### src/rtl/sequnit.sv
// Multi-cycle instruction sequencer for the accumulator CPU: fetches over a
// req/ack memory port, fetches operands or stores ACC, then strobes the datapath.
module sequnit #(
  parameter int AW = 5,
  parameter int DW = 8
) (
  input  logic          clk_i,
  input  logic          rst_ni,
  output logic          mem_req_o,
  output logic          mem_we_o,
  output logic [AW-1:0] mem_addr_o,
  output logic [DW-1:0] mem_wdata_o,
  input  logic [DW-1:0] mem_rdata_i,
  input  logic          mem_ack_i,
  input  logic [DW-1:0] acc_i,
  input  logic          z_i,
  input  logic          c_i,
  output logic [DW-1:0] operand_o,
  output logic          acc_we_o,
  output logic          acc_ld_o,
  output logic          alu_sub_o,
  output logic          flag_we_o,
  output logic [AW-1:0] pc_o,
  output logic [DW-1:0] ir_o,
  output logic          halted_o
);

  typedef enum logic [2:0] {
    S_START, S_FETCH, S_DECODE, S_MEMRD, S_EXEC, S_MEMWR, S_HALT
  } state_e;

  typedef enum logic [2:0] {
    OP_ADD = 3'b000, OP_SUB = 3'b001, OP_LDA = 3'b010, OP_STA = 3'b011,
    OP_JMP = 3'b100, OP_JZ  = 3'b101, OP_JC  = 3'b110, OP_HLT = 3'b111
  } op_e;

  typedef struct packed {
    logic          req;
    logic          we;
    logic [AW-1:0] addr;
    logic [DW-1:0] wdata;
  } mem_req_t;

  typedef struct packed {
    logic acc_we;
    logic acc_ld;
    logic alu_sub;
    logic flag_we;
  } dp_ctl_t;

  state_e        state_q, state_d;
  logic [AW-1:0] pc_q, pc_d;
  logic [DW-1:0] ir_q, ir_d;
  logic [DW-1:0] operand_q, operand_d;

  mem_req_t      mreq;
  dp_ctl_t       dctl;
  op_e           op;
  logic [AW-1:0] ir_addr;

  assign op      = op_e'(ir_q[DW-1:AW]);
  assign ir_addr = ir_q[AW-1:0];

  // Reset forces START, so req drops immediately without waiting for a clock.
  always_ff @(posedge clk_i or negedge rst_ni) begin
    if (!rst_ni) begin
      state_q   <= S_START;
      pc_q      <= '0;
      ir_q      <= '0;
      operand_q <= '0;
    end else begin
      state_q   <= state_d;
      pc_q      <= pc_d;
      ir_q      <= ir_d;
      operand_q <= operand_d;
    end
  end

  // Ack is only acted on in states that hold req high, so a stray ack elsewhere
  // never moves the machine.
  always_comb begin
    state_d   = state_q;
    pc_d      = pc_q;
    ir_d      = ir_q;
    operand_d = operand_q;
    unique case (state_q)
      S_START: state_d = S_FETCH;
      S_FETCH: begin
        if (mem_ack_i) begin
          ir_d    = mem_rdata_i;
          pc_d    = pc_q + AW'(1);
          state_d = S_DECODE;
        end
      end
      S_DECODE: begin
        unique case (op)
          OP_ADD, OP_SUB, OP_LDA: state_d = S_MEMRD;
          OP_STA:                 state_d = S_MEMWR;
          OP_JMP: begin
            pc_d    = ir_addr;
            state_d = S_FETCH;
          end
          OP_JZ: begin
            if (z_i) pc_d = ir_addr;
            state_d = S_FETCH;
          end
          OP_JC: begin
            if (c_i) pc_d = ir_addr;
            state_d = S_FETCH;
          end
          OP_HLT:                 state_d = S_HALT;
          default:                state_d = S_HALT;
        endcase
      end
      S_MEMRD: begin
        if (mem_ack_i) begin
          operand_d = mem_rdata_i;
          state_d   = S_EXEC;
        end
      end
      S_EXEC:  state_d = S_FETCH;
      S_MEMWR: begin
        if (mem_ack_i) state_d = S_FETCH;
      end
      S_HALT:  state_d = S_HALT;
      default: state_d = S_START;
    endcase
  end

  // Port and strobe outputs are pure state decode; address/wdata are zero when idle.
  always_comb begin
    mreq     = '0;
    dctl     = '0;
    halted_o = 1'b0;
    unique case (state_q)
      S_FETCH: begin
        mreq.req  = 1'b1;
        mreq.addr = pc_q;
      end
      S_MEMRD: begin
        mreq.req  = 1'b1;
        mreq.addr = ir_addr;
      end
      S_MEMWR: begin
        mreq.req   = 1'b1;
        mreq.we    = 1'b1;
        mreq.addr  = ir_addr;
        mreq.wdata = acc_i;
      end
      S_EXEC: begin
        unique case (op)
          OP_ADD: begin
            dctl.acc_we  = 1'b1;
            dctl.flag_we = 1'b1;
          end
          OP_SUB: begin
            dctl.acc_we  = 1'b1;
            dctl.flag_we = 1'b1;
            dctl.alu_sub = 1'b1;
          end
          OP_LDA: begin
            dctl.acc_we = 1'b1;
            dctl.acc_ld = 1'b1;
          end
          default: dctl = '0;
        endcase
      end
      S_HALT:  halted_o = 1'b1;
      default: mreq = '0;
    endcase
  end

  assign mem_req_o   = mreq.req;
  assign mem_we_o    = mreq.we;
  assign mem_addr_o  = mreq.addr;
  assign mem_wdata_o = mreq.wdata;

  assign acc_we_o  = dctl.acc_we;
  assign acc_ld_o  = dctl.acc_ld;
  assign alu_sub_o = dctl.alu_sub;
  assign flag_we_o = dctl.flag_we;

  assign operand_o = operand_q;
  assign pc_o      = pc_q;
  assign ir_o      = ir_q;

endmodule

### config.mk
export PLATFORM = sky130hd
export DESIGN_NAME = sequnit
export DESIGN_NICKNAME = d
export VERILOG_FILES = /design/src/rtl/sequnit.sv
export SDC_FILE = /design/constraint.sdc
export NUM_CORES = 1
export LEC_CHECK = 0
export ABC_AREA = 1
export CAP_MARGIN = 20
export CELL_PAD_IN_SITES_DETAIL_PLACEMENT = 0
export CELL_PAD_IN_SITES_GLOBAL_PLACEMENT = 1
export CORE_AREA = 2 2 71 73
export DETAILED_ROUTE_END_ITERATION = 8
export DIE_AREA = 0 0 73 75
export GPL_ROUTABILITY_DRIVEN = 1
export PLACE_DENSITY_LB_ADDON = 0.1
export SYNTH_ARGS = -nofsm -noshare
export SYNTH_HDL_FRONTEND = slang
export SYNTH_SLANG_ARGS = --single-unit
### constraint.sdc
create_clock -name clk_i -period 1.8 [get_ports clk_i]
set_input_delay 0.27 -clock clk_i [delete_from_list [all_inputs] [get_ports clk_i]]
set_output_delay 0.27 -clock clk_i [all_outputs]
set_load 0.01 [all_outputs]
==> results of run 1 <==
[cell usage after synthesis]
cell     number  area [um2]
buf_2         1        5.00
inv_4         1        6.26
nand4_1       3        18.8
o21ai_2       8        70.1
ha_1          1        12.5
nor2_8        1        20.0
o22ai_1       2        12.5
inv_2         3        11.3
nand2_1      52         195
nor3_1        1        5.00
buf_4         1        7.51
nand2_2       5        31.3
dfrtp_1      24         601
nor2_2        1        6.26
nor2_1       13        48.8
o21ai_0      17        85.1
buf_6         2        22.5
nand2_4       2        22.5
nand3_4       1        17.5
nor2_4        1        11.3
nand3_1      15        75.1
o21ai_1       1        5.00
inv_1        32         120
a21oi_1       2        10.0
[cells by family after synthesis]
logic type	after synthesis	share of synthesized area (%)
AOI/OAI and AO/OA	30	12.9
DFF	24	42.3
adders and majority gates	1	0.881
buffers and inverters	40	12.2
and+or+nand+nor	95	31.8
[layer usage]
layer | global-route usage, % | up-vias
li1 | - | 758
met3 | 2.81 | 4
met1 | 20.4 | 627
met2 | 23.9 | 50
met5 | 0 | -
met4 | 3.70 | 0
[critical path, stage by stage (launching register included)]
cell	delay [ns]
dfrtp_2	0.43
inv_1	0.07
nand4_1	0.20
a21oi_1	0.16
dlygate4sd2_1	0.28
[power by group]
group          internal (mW)  leakage, nW  switching [mW]  total (mW)
Clock                  0.195       0.0288           0.172       0.367
Combinational           1.04        0.844            1.07        2.11
Sequential             0.787        0.300           0.214        1.00
[cell usage in the layout, fill, tap and decap left out]
| master | instances |
|---|---|
| nand2_1 | 52 |
| clkdlybuf4s50_1 | 41 |
| inv_1 | 32 |
| dfrtp_1 | 23 |
| buf_4 | 20 |
| nand3_1 | 15 |
| o21ai_0 | 14 |
| clkbuf_2 | 13 |
| nor2_1 | 12 |
| o21ai_2 | 8 |
| dlygate4sd2_1 | 6 |
| nand2_2 | 5 |
| o21ai_1 | 4 |
| clkbuf_8 | 4 |
| inv_2 | 3 |
| nand4_1 | 3 |
| nor2_2 | 2 |
| nand2_4 | 2 |
| o22ai_1 | 2 |
| a21oi_1 | 2 |
| inv_4 | 1 |
| nor2_8 | 1 |
| nor2_4 | 1 |
| nor3_1 | 1 |
| nand3_4 | 1 |
| ha_1 | 1 |
| buf_2 | 1 |
| dfrtp_2 | 1 |
[cell type report]
cell class,instances,share of cell area (%)
Timing Repair Buffer,81,31.1
Tap cell,54,3.08
Inverter,36,6.27
Multi-Input combinational cell,126,29.6
Sequential cell,24,27.4
Clock buffer,4,2.51
[path summary, 6_finish.rpt]
check	startpoint	to	slack (ns)	cells past startpoint
worst max-delay path	state_q[0]	acc_we_o	0.12	4
worst min-delay path	rst_ni	pc_o[4]	0.37	2
worst max register to register	state_q[0]	pc_o[1]	0.43	8
worst min register to register	operand_o[4]	operand_o[4]	0.49	2
max in group asynchronous	rst_ni	state_q[0]	1.17	2
min in group clk_i	operand_o[4]	operand_o[4]	0.49	2
[flip-flops by register name, summed over array words and instances, names as in the netlist]
| register | cells |
|---|---|
| state_q | 3 |
| pc_o | 5 |
| operand_o | 8 |
| ir_o | 8 |
[metrics by stage]
stage                     util (%)  cell area [um2]  cells  worst slack, ns
after floorplan                  -             1420    190            0.265
after global placement        47.2             2200    319           0.0105
after detailed placement      47.2             2200    319           0.0162
after CTS                     48.1             2240    325          -0.0169
after global routing          47.1             2190    325         -0.00372
final                         47.1             2190    325            0.123
[what timing repair did]
item                                    CTS  global route
resized for setup                        25            30
endpoints found under the hold margin     0             0
setup buffers                             2             1
gates cloned                              0             0
endpoints found under the setup margin   20            14
pin swaps                                 1             1
==> results.sh, run 1 <==
export IMPL_drv_slew=0
export IMPL_ys_seq_area_share_pct=42.3
export IMPL_syn_area_um2=1420
export IMPL_coreArea_um2=4660
export IMPL_io_pins=62
export IMPL_drtPass1Iterations=4
export IMPL_insertion_delay_ns=0.26
export IMPL_routedWlPerCell_um=11.4
export IMPL_cts_hold_repair_buffers=0
export IMPL_grt_antenna_before_repair=0
export IMPL_multi_input_area_um2=649
export IMPL_clk_pin_slew_ns=0.09
export IMPL_gp_congestion=0.769
export IMPL_final_nets=294
export IMPL_cts_sinks=24
export IMPL_fin_setup_tns_ns=0
export IMPL_p_leak_nw=1.17
export IMPL_skew_ns=0.00401
export IMPL_wl_met1_um=1750
export IMPL_wl_met3_um=243
export IMPL_top_layer_used="met4"
export IMPL_critPathKind="flip-flop to output port"
export IMPL_met2_length_um=1660
export IMPL_final_antenna_net_count=0
export IMPL_regArea_um2=602
export IMPL_syn_avg_cell_area_um2=7.47
export IMPL_synthDistinctLibCells=24
export IMPL_areaGrowthSynthToFinish_pct=54.5
export IMPL_ys_seq_elements=24
export IMPL_p_per_area_nw_per_um2=1580
export IMPL_crit_arrival_ns=1.41
export IMPL_layout_drive_gt1_share_pct=23.2
export IMPL_via_per_inst=4.43
export IMPL_end_kind="output port"
export IMPL_grt_ovfl_total=0
export IMPL_synth_nets=212
export IMPL_initial_core_util_pct=30.5
export IMPL_drc=0
export IMPL_rows=25
export IMPL_grt_util_all_layers_pct=14.8
export IMPL_path_max_fanout=4
export IMPL_cts_htree_levels=1
export IMPL_root_buffer="clkbuf_8"
export IMPL_p_total_mw=3.48
export IMPL_portBuffers=61
export IMPL_fmax_mhz=596
export IMPL_antenna_cells=0
export IMPL_fin_crit_ns=1.68
export IMPL_hold_violations=0
export IMPL_numCtsBuffers=3
export IMPL_finalWirelength_um=3690
export IMPL_cap_violations=0
export IMPL_fp_dieH_um=75
export IMPL_whs_ns=0.372
export IMPL_ys_warnings_count=0
export IMPL_synth_cells=190
export IMPL_cp_start_kind="flip-flop"
export IMPL_hold_path_class="primary input to asynchronous set/reset pin"
export IMPL_die_w_um=73
export IMPL_fin_crit_sh_pct=93.2
export IMPL_grt_max_degree=25
export IMPL_worst_pin_slew_ns=0.320
export IMPL_slew_headroom_pct=78.7
export IMPL_status="finished, final reports clean"
export IMPL_vias=1439
export IMPL_required_ns=1.53
export IMPL_grt_pass1_vias=1355
export IMPL_cts_tree="yes"
export IMPL_ir_worst_vdd_mv=0.561
export IMPL_dpl_hpwl_um=2910
export IMPL_fp_dieArea_um2=5480
export IMPL_final_setup_viol_count=0
export IMPL_fillers=479
export IMPL_grt_pass1_wl_um=6310
export IMPL_drt_iter0_drc=75
export IMPL_cts_path_max_buffers=2
Note: power is estimated with default switching activity, not from simulation.
==> inputs of run 2 (changes only) <==
- TNS_END_PERCENT: unset -> 10
==> run 2 against run 1 <==
  * Sequential share of layout area is 0.14 points lower
  * Via count decreased by 1.0%
  * Clock-buffer cell count stayed put
  * Largest power group unchanged
==> results.sh, run 2 (synthesis results as in run 1) <==
export IMPL_cts_path_max_buffers=2
export IMPL_place_ws_ns=0.0162
export IMPL_cp_start_kind="flip-flop"
export IMPL_final_antenna_net_count=0
export IMPL_fin_crit_ns=1.72
export IMPL_ir_worst_vdd_mv=0.570
export IMPL_layout_drive_gt1_share_pct=21.9
export IMPL_drt_iter0_drc=65
export IMPL_vias=1424
export IMPL_routedWlPerCell_um=11.4
export IMPL_io_pins=62
export IMPL_p_per_area_nw_per_um2=1570
export IMPL_final_cell_mix="nand2_1 (52), clkdlybuf4s50_1 (41), inv_1 (32), dfrtp_1 (23), buf_4 (18)"
export IMPL_grt_util_all_layers_pct=14.6
export IMPL_die_w_um=73
export IMPL_coreArea_um2=4660
export IMPL_crit_arrival_ns=1.45
export IMPL_slew_headroom_pct=78.7
export IMPL_dpl_hpwl_um=2910
export IMPL_grt_pass1_vias=1340
export IMPL_regArea_um2=602
export IMPL_end_kind="output port"
export IMPL_clk_pin_slew_ns=0.09
export IMPL_cts_tree="yes"
export IMPL_mostFrequentLayoutCell="nand2_1"
export IMPL_hold_violations=0
export IMPL_cts_setup_buffers=0
export IMPL_final_setup_viol_count=0
export IMPL_areaGrowthSynthToFinish_pct=55.3
export IMPL_via_per_inst=4.41
export IMPL_fmax_mhz=581
export IMPL_cts_sinks=24
export IMPL_cts_htree_levels=1
export IMPL_multi_input_area_um2=659
export IMPL_rsz0062_at_grt="yes"
export IMPL_drtPass1Iterations=4
export IMPL_path_max_fanout=3
export IMPL_worstSetupStartpoint="state_q[2]"
export IMPL_final_nets=292
export IMPL_root_buffer="clkbuf_8"
export IMPL_hold_path_class="primary input to asynchronous set/reset pin"
export IMPL_numCtsBuffers=3
export IMPL_finalWorstSetupSlack_ns=0.0779
export IMPL_p_total_mw=3.47
export IMPL_grt_max_degree=25
export IMPL_dp_cells=319
export IMPL_drc=0
export IMPL_required_ns=1.53
export IMPL_p_leak_nw=1.18
export IMPL_insertion_delay_ns=0.26
export IMPL_ff2ff_setup_slack_ns=0.45
export IMPL_fillers=476
export IMPL_skew_ns=0.00517
export IMPL_cap_violations=0
export IMPL_critPathKind="flip-flop to output port"
export IMPL_rows=25
export IMPL_status="finished, final reports clean"
export IMPL_cts_hold_repair_buffers=0
export IMPL_r2r_start="state_q[2]"
export IMPL_fin_cells=323
export IMPL_portBuffers=61
export IMPL_grt_pass1_wl_um=6270
export IMPL_antenna_cells=0
export IMPL_finalWirelength_um=3670
export IMPL_fp_dieH_um=75
export IMPL_gp_congestion=0.769
export IMPL_worst_pin_slew_ns=0.319
export IMPL_fin_crit_sh_pct=95.7
export IMPL_grt_antenna_before_repair=0
export IMPL_drv_slew=0
export IMPL_grt_ovfl_total=0
export IMPL_fp_dieArea_um2=5480
export IMPL_initial_core_util_pct=30.5
==> run 2: power by group <==
| group | switching (mW) | total (mW) | internal (mW) |
|---|---|---|---|
| Sequential | 0.220 | 1.01 | 0.786 |
| Combinational | 1.07 | 2.10 | 1.03 |
| Clock | 0.173 | 0.368 | 0.195 |
==> run 2: timing repair <==
action / 4_1_cts / 5_1_grt
pin swaps: 0 / 0
resized for setup: 19 / 30
setup endpoints to repair: 20 / 14
==> run 2: path summary, 6_finish.rpt <==
path	end	cells past startpoint
worst max-delay path	mem_addr_o[1]	7
worst min-delay path	pc_o[4]	2
worst max register to register	pc_o[1]	8
worst min register to register	operand_o[4]	2
max in group asynchronous	state_q[0]	2
min in group clk_i	operand_o[4]	2
==> run 2: cell type report <==
type | instances | area share [%]
Clock buffer | 4 | 2.50
Tap cell | 54 | 3.06
Multi-Input combinational cell | 126 | 29.9
Inverter | 36 | 6.24
Timing Repair Buffer | 79 | 31.0
Sequential cell | 24 | 27.3
==> run 2: through the flow <==
step                      utilization [%]  instance area, um2  hold WS, ns  TNS [ns]
after CTS                            47.8                2230        0.385    -0.267
after global routing                 47.3                2210        0.399   -0.0652
after detailed placement             47.2                2200        0.469         0
after global placement               47.2                2200        0.463         0
after floorplan                         -                1420      -0.0256         0
final                                47.3                2210        0.370         0
==> run 2: metal layers <==
metal	share of wire, %	track usage, %	vias up
met3	6.2	2.81	2
met2	46	23.7	42
li1	-	-	755
met4	0.055	3.70	0
met1	48	20.2	625
met5	0	0	-
==> run 2: worst max-delay path, stage by stage, from the launching register on <==
cell and delay, ns:
dfrtp_1 0.40, inv_2 0.11, nand2_4 0.09, nor2_4 0.09
buf_4 0.12, nand2_1 0.04, o21ai_0 0.07, clkdlybuf4s15_1 0.26
==> inputs of run 3 (changes only) <==
- CORE_AREA: 2 2 71 73 -> 2 2 77 79
- DIE_AREA: 0 0 73 75 -> 0 0 79 81
- clock period: 1.8 -> 1.5 ns (I/O delays scaled with it)
==> run 3 against run 2 <==
  * The run now ends with negative setup slack left
  * Critical path type unchanged
  * Via count up 3.9%
  * Sequential power up 14%
  * Final cell count up 11%
  * Clock skew down 0.0024 ns
  * Largest cell class unchanged
  * Combinational power up 35%
  * Worst hold slack worse by 0.054 ns
  * Die area up 17%
==> results.sh, run 3 (synthesis results as in run 1) <==
export IMPL_status="finished with violations"
export IMPL_violations="negative setup slack"
export IMPL_hold_path_class="primary input to asynchronous set/reset pin"
export IMPL_drv_slew=0
export IMPL_grt_util_all_layers_pct=13.5
export IMPL_layout_drive_gt1_share_pct=31.2
export IMPL_power_switching_mw=1.90
export IMPL_fp_dieArea_um2=6400
export IMPL_fin_util_pct=42.2
export IMPL_hold_violations=0
export IMPL_via_per_inst=4.11
export IMPL_cts_sinks=24
export IMPL_required_ns=1.27
export IMPL_fin_crit_sh_pct=112
export IMPL_final_setup_viol_count=17
export IMPL_skew_ns=0.00274
export IMPL_die_w_um=79
export IMPL_initial_core_util_pct=25.0
export IMPL_drc=0
export IMPL_end_kind="output port"
export IMPL_power_frac_clock_pct=12.9
export IMPL_finalWorstSetupSlack_ns=-0.173
export IMPL_grt_max_degree=25
export IMPL_antenna_cells=0
export IMPL_areaGrowthSynthToFinish_pct=68.6
export IMPL_grt_ovfl_total=0
export IMPL_grt_pass1_vias=1433
export IMPL_ir_worst_vdd_mv=0.789
export IMPL_portBuffers=61
export IMPL_mostFrequentLayoutCell="nand2_1"
export IMPL_gp_congestion=0.862
export IMPL_worst_pin_slew_ns=0.336
export IMPL_coreArea_um2=5680
export IMPL_design_area_um2=2390
export IMPL_critPathKind="flip-flop to output port"
export IMPL_p_sw_share_pct=41.3
export IMPL_fillers=636
export IMPL_fmax_mhz=598
export IMPL_numCtsBuffers=3
export IMPL_io_pins=62
export IMPL_fp_dieH_um=81
export IMPL_crit_arrival_ns=1.45
export IMPL_fin_setup_tns_ns=-1.47
export IMPL_rsz0062_at_grt="yes"
export IMPL_seq_power_share_pct=25.1
export IMPL_insertion_delay_ns=0.27
export IMPL_slew_headroom_pct=77.6
export IMPL_routedWlPerCell_um=11.4
export IMPL_fin_crit_ns=1.67
export IMPL_drtPass1Iterations=4
export IMPL_p_per_area_nw_per_um2=1920
export IMPL_p_int_mw=2.69
export IMPL_cts_path_max_buffers=2
export IMPL_cts_htree_levels=1
export IMPL_finalWirelength_um=4090
export IMPL_drt_iter0_drc=61
export IMPL_final_cell_mix="nand2_1 (51), inv_1 (31), buf_4 (30), clkdlybuf4s50_1 (29), dfrtp_1 (23)"
export IMPL_grt_antenna_before_repair=0
export IMPL_grt_pass1_wl_um=6730
export IMPL_place_ws_ns=-0.293
export IMPL_cts_tree="yes"
export IMPL_p_leak_nw=1.33
export IMPL_rows=28
export IMPL_final_antenna_net_count=0
export IMPL_cap_violations=0
export IMPL_vias=1480
export IMPL_place_area_um2=2320
export IMPL_path_max_fanout=3
export IMPL_clk_pin_slew_ns=0.09
export IMPL_final_nets=308
export IMPL_comb_power_share_pct=61.9
export IMPL_root_buffer="clkbuf_8"
export IMPL_cp_start_kind="flip-flop"
export IMPL_p_total_mw=4.59
export IMPL_dpl_hpwl_um=3150
-- run 3: cell types whose count changed in the layout (fill, tap and decap cells not counted), sizes merged --
cell           change
clkdlybuf4s50     -12
bufinv             +1
buf               +35
dlymetal6s2s       +2
clkdlybuf4s15      -1
clkbuf            -11
dlygate4sd2        +2
-- run 3: repair_timing --
| item | CTS | global route |
|---|---|---|
| endpoints found under the setup margin | 29 | 36 |
| setup buffers | 5 | 0 |
| hold buffers | 0 | 0 |
| resized for setup | 100 | 11 |
| pin swaps | 4 | 1 |
-- run 3: final timing paths --
kind / slack, ns / depth (start not counted) / endpoint / from
worst max-delay path: -0.17 / 6 / acc_we_o / state_q[1]
min in group clk_i: 0.49 / 2 / operand_o[2] / operand_o[2]
worst min-delay path: 0.32 / 2 / state_q[2] / rst_ni
worst min register to register: 0.49 / 2 / operand_o[2] / operand_o[2]
max in group asynchronous: 0.91 / 2 / state_q[0] / rst_ni
worst max register to register: 0.09 / 8 / ir_o[3] / state_q[1]
-- run 3: power groups by stage --
stage | Combinational [mW] | Sequential (mW) | Clock, mW
floorplan | 1.18 | 1.33 | 0
global placement | 2.93 | 1.16 | 0
CTS | 2.85 | 1.16 | 0.612
global route | 3.15 | 1.21 | 0.640
detailed placement | 2.92 | 1.17 | 0
finish | 2.84 | 1.15 | 0.594
-- run 3: cell type report --
cell class | count | area, um2 | share of cell area (%)
Timing Repair Buffer | 95 | 801 | 33.4
Multi-Input combinational cell | 126 | 684 | 28.6
Sequential cell | 24 | 602 | 25.1
Inverter | 36 | 143 | 5.96
Tap cell | 75 | 93.8 | 3.92
Clock buffer | 3 | 41.3 | 1.72
Clock inverter | 1 | 30.0 | 1.25
-- run 3: metal layers --
layer	up-vias	wire, um	GRT usage (%)
met5	-	0	0
met3	5	301	3.56
li1	788	-	-
met2	44	1830	22.5
met1	643	1910	17.2
met4	0	46	4.14
-- run 3: worst max-delay path, cell delays in order (launching register included) --
cell	delay (ns)
dfrtp_1	0.41
inv_4	0.07
buf_6	0.09
nand4_1	0.15
buf_4	0.20
a21oi_1	0.10
buf_2	0.14
-- run 3: stage by stage --
stage | hold WS [ns] | std cells
6_report | 0.316 | 360
5_1_grt | 0.345 | 360
4_1_cts | 0.332 | 360
3_5_place_dp | 0.471 | 351
3_3_place_gp | 0.468 | 351
2_1_floorplan | -0.0706 | 190
